**src/rtl/tick_gen_pkg.sv**
```systemverilog
// Shared defaults and helpers for the tick_gen prescaler / cascaded divider block.
package tick_gen_pkg;

  localparam int unsigned CNT_W_DEF  = 8;
  localparam int unsigned NUM_CH_DEF = 4;

  // Channel 0 in the LSBs: ch0=10, ch1=2, ch2=50, ch3=2.
  localparam logic [NUM_CH_DEF*CNT_W_DEF-1:0] DIV_INIT_DEF = {8'd2, 8'd50, 8'd2, 8'd10};

  // Index width for n items, never narrower than one bit.
  function automatic int unsigned sel_w(input int unsigned n);
    return (n > 1) ? unsigned'($clog2(n)) : 1;
  endfunction

endpackage

```
**src/rtl/tick_div_stage.sv**
```systemverilog
// One divider channel: pulse counter, pending/active divisor, tick and optional level flop.
// Level toggle flop is only built when TICK_GEN_LEVEL_EN is defined.
module tick_div_stage
  import tick_gen_pkg::*;
#(
  parameter int unsigned      CNT_W   = CNT_W_DEF,
  parameter logic [CNT_W-1:0] DIV_RST = '0
) (
  input  logic             clk,
  input  logic             rst,
  input  logic             clr_i,
  input  logic             pulse_i,
  input  logic             wr_en_i,
  input  logic [CNT_W-1:0] wr_data_i,
  output logic             tick_o,
  output logic             level_o
);

  logic [CNT_W-1:0] cnt_q, cnt_d;
  logic [CNT_W-1:0] act_q, act_d;
  logic [CNT_W-1:0] pend_q, pend_d;
  logic             tick_q, tick_d;
  logic             wrap_c;

  // Divisors 0 and 1 both pass every input pulse through.
  assign wrap_c = (act_q <= CNT_W'(1)) || (cnt_q == act_q - CNT_W'(1));

  always_comb begin
    pend_d = pend_q;
    cnt_d  = cnt_q;
    act_d  = act_q;
    tick_d = 1'b0;
    if (wr_en_i) begin
      pend_d = wr_data_i;
    end
    // A write in the reload clk is picked up through pend_d.
    if (clr_i) begin
      cnt_d = '0;
      act_d = pend_d;
    end else if (pulse_i) begin
      if (wrap_c) begin
        cnt_d  = '0;
        act_d  = pend_d;
        tick_d = 1'b1;
      end else begin
        cnt_d = cnt_q + CNT_W'(1);
      end
    end
  end

  always_ff @(posedge clk) begin
    if (rst) begin
      cnt_q  <= '0;
      act_q  <= DIV_RST;
      pend_q <= DIV_RST;
      tick_q <= 1'b0;
    end else begin
      cnt_q  <= cnt_d;
      act_q  <= act_d;
      pend_q <= pend_d;
      tick_q <= tick_d;
    end
  end

  assign tick_o = tick_q;

`ifdef TICK_GEN_LEVEL_EN
  logic level_q, level_d;

  always_comb begin
    level_d = level_q;
    if (clr_i) begin
      level_d = 1'b0;
    end else if (tick_d) begin
      level_d = ~level_q;
    end
  end

  always_ff @(posedge clk) begin
    if (rst) begin
      level_q <= 1'b0;
    end else begin
      level_q <= level_d;
    end
  end

  assign level_o = level_q;
`else
  assign level_o = 1'b0;
`endif

endmodule

```
**src/rtl/tick_gen.sv**
```systemverilog
// Prescaler followed by NUM_CH cascaded divider channels producing one-clk ticks.
// Define TICK_GEN_LEVEL_EN to build the per-channel 50% level outputs; otherwise level is 0.
module tick_gen
  import tick_gen_pkg::*;
#(
  parameter int unsigned              IN_FREQ   = 1000000,
  parameter int unsigned              BASE_FREQ = 2000,
  parameter int unsigned              NUM_CH    = 4,
  parameter int unsigned              CNT_W     = CNT_W_DEF,
  parameter logic [NUM_CH*CNT_W-1:0]  DIV_INIT  = (NUM_CH*CNT_W)'(DIV_INIT_DEF)
) (
  input  logic                       clk,
  input  logic                       rst,
  input  logic [NUM_CH-1:0]          clear,
  input  logic                       div_wr,
  input  logic [sel_w(NUM_CH)-1:0]   div_sel,
  input  logic [CNT_W-1:0]           div_data,
  output logic                       tick_base,
  output logic [NUM_CH-1:0]          tick,
  output logic [NUM_CH-1:0]          level
);

  localparam int unsigned SEL_W = sel_w(NUM_CH);
  localparam int unsigned PRE   = (IN_FREQ / BASE_FREQ > 0) ? IN_FREQ / BASE_FREQ : 1;
  localparam int unsigned PRE_W = sel_w(PRE);
  localparam logic [PRE_W-1:0] PRE_MAX = PRE_W'(PRE - 1);

  logic [PRE_W-1:0]  pre_q, pre_d;
  logic              tick_base_q, tick_base_d;
  logic [NUM_CH-1:0] clr_eff_c;

  // Prescaler: one base pulse per PRE clks, raised in the clk after the terminal count.
  always_comb begin
    pre_d       = (pre_q == PRE_MAX) ? '0 : pre_q + PRE_W'(1);
    tick_base_d = (pre_q == PRE_MAX);
  end

  always_ff @(posedge clk) begin
    if (rst) begin
      pre_q       <= '0;
      tick_base_q <= 1'b0;
    end else begin
      pre_q       <= pre_d;
      tick_base_q <= tick_base_d;
    end
  end

  assign tick_base = tick_base_q;

  // A clear on channel i also restarts every downstream channel.
  always_comb begin
    clr_eff_c = '0;
    for (int i = 0; i < int'(NUM_CH); i++) begin
      for (int j = 0; j <= i; j++) begin
        clr_eff_c[i] = clr_eff_c[i] | clear[j];
      end
    end
  end

  for (genvar g = 0; g < int'(NUM_CH); g++) begin : g_ch
    logic pulse_c;
    logic wr_en_c;

    if (g == 0) begin : g_first
      assign pulse_c = tick_base_q;
    end else begin : g_next
      assign pulse_c = tick[g-1];
    end

    assign wr_en_c = div_wr && (div_sel == SEL_W'(g));

    tick_div_stage #(
      .CNT_W   (CNT_W),
      .DIV_RST (DIV_INIT[g*CNT_W +: CNT_W])
    ) u_stage (
      .clk       (clk),
      .rst       (rst),
      .clr_i     (clr_eff_c[g]),
      .pulse_i   (pulse_c),
      .wr_en_i   (wr_en_c),
      .wr_data_i (div_data),
      .tick_o    (tick[g]),
      .level_o   (level[g])
    );
  end

endmodule

```
**config.mk**
```make
export PLATFORM = sky130hd
export DESIGN_NAME = tick_gen
export DESIGN_NICKNAME = d
export VERILOG_FILES = /design/src/rtl/tick_gen_pkg.sv /design/src/rtl/tick_div_stage.sv /design/src/rtl/tick_gen.sv
export SDC_FILE = /design/constraint.sdc
export NUM_CORES = 1
export LEC_CHECK = 0
export CORE_MARGIN = 2
export CORE_UTILIZATION = 40
export DETAILED_ROUTE_END_ITERATION = 16
export PLACE_DENSITY = 0.58
export RECOVER_POWER = 100
export REMOVE_ABC_BUFFERS = 1
export SETUP_SLACK_MARGIN = 0.1
export SYNTH_ARGS = -nofsm -noshare
export SYNTH_HDL_FRONTEND = slang
export SYNTH_SLANG_ARGS = --single-unit
```
**constraint.sdc**
```tcl
create_clock -name clk -period 2.2 [get_ports clk]
set_input_delay 0.66 -clock clk [delete_from_list [all_inputs] [get_ports clk]]
set_output_delay 0.66 -clock clk [all_outputs]
set_load 0.01 [all_outputs]
```
==> impl_metrics.yaml <==
run_status:
  status: "complete, no violations"
finish:
  final_layout_size_suffix_gt1_frac: 0.247
  n_antenna_cell: 0
  seqCellArea_mm2: 0.00222
  final_cell_mix: "97 x dfxtp_1, 69 x nand2_1, 59 x buf_4, 48 x nor2_1, 38 x xnor2_1"
  finish.utilization: 0.526
  num-fill-cells: 1203
  nNetsFinal: 712
  syn_to_final_growth_pct: 29.1
  final_common_cell: "dfxtp_1"
  multi_input_area_mm2: 0.00325
cts:
  cts_made_buffers: 9
  cts_sinks: 110
  clkTransAtPathRegs_ns: 0.07
  clk_latency_ns: 0.35
  cts_tree: "done"
  cts_root_buf: "clkbuf_16"
  h-tree-depth: 3
  clockBufferDepth: 2
route:
  drtIter0Drc: 192
  drtPass1Iterations: 4
  drc: 0
  routedWlPerCell_um: 14.1
  vias_per_cell: 5.12
  antenna_left: 0
  wl_um: 12200
  vias: 4416
setup_path:
  cp_top_family: "simple AND/OR/NAND/NOR gates"
  start_kind: "primary input"
  cpMaxStageDelayCell: "or3_1"
  crit_arrival_ns: 2.45
  required_ns: 2.47
  path_cells: "clkdlybuf4s50_1 -> or3_1 -> or2_4 -> buf_4 -> or3_1 -> o21ai_0"
  crit_fanout: 5
  critical_path.most_common_cell: "or3_1"
  slowest_delay_ns: 0.48
  path_buf_inv: 2
  critPathCaptureType: "flip-flop"
  r2r_setup_slack_ns: 0.05
  critPathKind: "primary input to flip-flop"
flow_run:
  drv_cap: 0
synth:
  synthCells: 603
  syn-cell-area_mm2: 0.00535
  yosys_warnings: 0
  synthArstFlopShare: 0
  seq_area_frac_synth: 0.412
  avgSynthCellArea_um2: 8.87
  ys_seq_elements: 110
  synth_ff_type: "dfxtp_1"
  synth_edf_count: 0
  synth_cell_types: 68
timing:
  max_slew_margin: 0.501
  finClkSkew_ns: 0.00640
  worst_slack_ns: 0.0184
  final_hold_viol_count: 0
  slew_viol_final: 0
  tightest_slew_ns: 0.742
  post-route-period-util: 0.992
  max_freq_mhz: 458
  min_period_ns: 2.18
  grt_setup_unrepaired: "true"
  setup_viol: 0
global_routing:
  grt_usage: 0.174
  grt_pass1_vias: 4291
  antenna_found_initial: 0
  overflow: 0
  grt_pass1_wl_um: 20300
  grt_start_max_net_pins: 20
floorplanning:
  rows: 42
  die_h_um: 120
  dieArea_mm2: 0.0143
  io_pins: 26
  start_util: 0.407
  core_mm2: 0.0131
  die_w_um: 120
place:
  place_congestion: 0.877
  post-dp-hpwl_um: 8680
  dp_slack_ns: -0.325
  portBuffers: 21
power_and_ir_drop:
  power_density_mw_per_mm2: 635
  p_leak_nw: 2.64
  ir_drop_mv: 0.450
min_path:
  worstHoldPathType: "flip-flop to flip-flop"
==> worst paths after layout <==
check | startpoint | endpoint | cells after the start
max | clear[0] | g_ch[2].u_stage.cnt_q[0] | 6
min reg2reg | g_ch[1].u_stage.pend_q[2] | g_ch[1].u_stage.pend_q[2] | 2
min | g_ch[1].u_stage.pend_q[2] | g_ch[1].u_stage.pend_q[2] | 2
max reg2reg | g_ch[2].u_stage.act_q[3] | g_ch[2].u_stage.act_q[3] | 7
==> cells in the mapped netlist (8+ instances only) <==
| master | number | share of area |
|---|---|---|
| dfxtp_1 | 110 | 0.41 |
| nand2_1 | 70 | 0.049 |
| nor2_1 | 51 | 0.036 |
| xnor2_1 | 39 | 0.064 |
| xor2_1 | 28 | 0.046 |
| inv_1 | 27 | 0.019 |
| a21oi_1 | 26 | 0.024 |
| clkbuf_1 | 18 | 0.013 |
| a2bb2oi_1 | 16 | 0.026 |
| nor3_1 | 16 | 0.015 |
| and2_1 | 15 | 0.018 |
| nand3_1 | 15 | 0.014 |
| ha_1 | 13 | 0.030 |
| nand4_1 | 13 | 0.015 |
| nand3b_1 | 9 | 0.013 |
| and3_1 | 8 | 0.0094 |
| buf_4 | 8 | 0.011 |
==> through the flow <==
| step | std cells | power (W) | cell area [um^2] | setup TNS (ns) | hold WS (ns) |
|---|---|---|---|---|---|
| finish | 863 | 0.00438 | 6900 | 0 | 0.460 |
| global route | 863 | 0.00458 | 6900 | -0.121 | 0.497 |
| CTS | 861 | 0.00437 | 6670 | -0.685 | 0.462 |
| detailed placement | 838 | 0.00259 | 6120 | -10.46 | 0.451 |
| global placement | 838 | 0.00258 | 6120 | -8.74 | 0.444 |
| floorplan | 576 | 0.00240 | 5200 | -3.28 | 0.426 |
==> sequential cells by signal (all words and copies together) (netlist names) <==
| register | cells |
|---|---|
| g_ch.u_stage.act_q | 32 |
| g_ch.u_stage.cnt_q | 32 |
| g_ch.u_stage.pend_q | 32 |
| g_ch.u_stage.tick_o | 4 |
| pre_q | 9 |
| tick_base | 1 |
==> layer usage <==
metal | part of all wire | up-vias | track usage
met2 | 0.49 | 63 | 0.298
met4 | 0.015 | 0 | 0.0463
met5 | 0 | - | 0
met1 | 0.46 | 2091 | 0.219
met3 | 0.034 | 17 | 0.0452
li1 | - | 2245 | -
==> cells by family after synthesis <==
kind of cell             after synthesis  share of synthesized area
other                                  1                   0.000701
AND/OR/NAND/NOR                      240                      0.226
buffers and inverters                 57                     0.0487
multiplexers                          10                     0.0215
XOR/XNOR                              67                      0.110
adder cells (fa/ha/maj)               13                     0.0304
AO/OA/AOI/OAI                        105                      0.151
flip-flops                           110                      0.412
==> final cells by class <==
type,instances,area share
repair buffers,94,0.114
clock inverters,7,0.0141
well taps,176,0.0319
flip-flops and latches,110,0.322
inverters,27,0.0147
clock buffers,9,0.0326
multi-input cells,440,0.471
==> worst register-to-register path, cell delays in order, from the launching register on <==
cell	delay (ns)
dfxtp_4	0.36
or3_4	0.40
or3_4	0.37
a41oi_4	0.21
o21bai_4	0.11
a21o_4	0.26
buf_6	0.12
o22a_2	0.21
==> repair_timing <==
action	4_1_cts	5_1_grt
hold buffers	0	0
pin swaps	28	22
setup endpoints to repair	55	65
gates cloned	1	0
gates resized for setup	44	51
buffers inserted	7	2
==> report_power, final <==
part	switching, W	total [W]	internal (W)
clock network	0.000734	0.00174	0.00100
logic	0.000267	0.000540	0.000273
registers	0.0000550	0.00211	0.00205
total	0.00106	0.00438	0.00333
No activity file was read; power rests on OpenSTA's default activity.
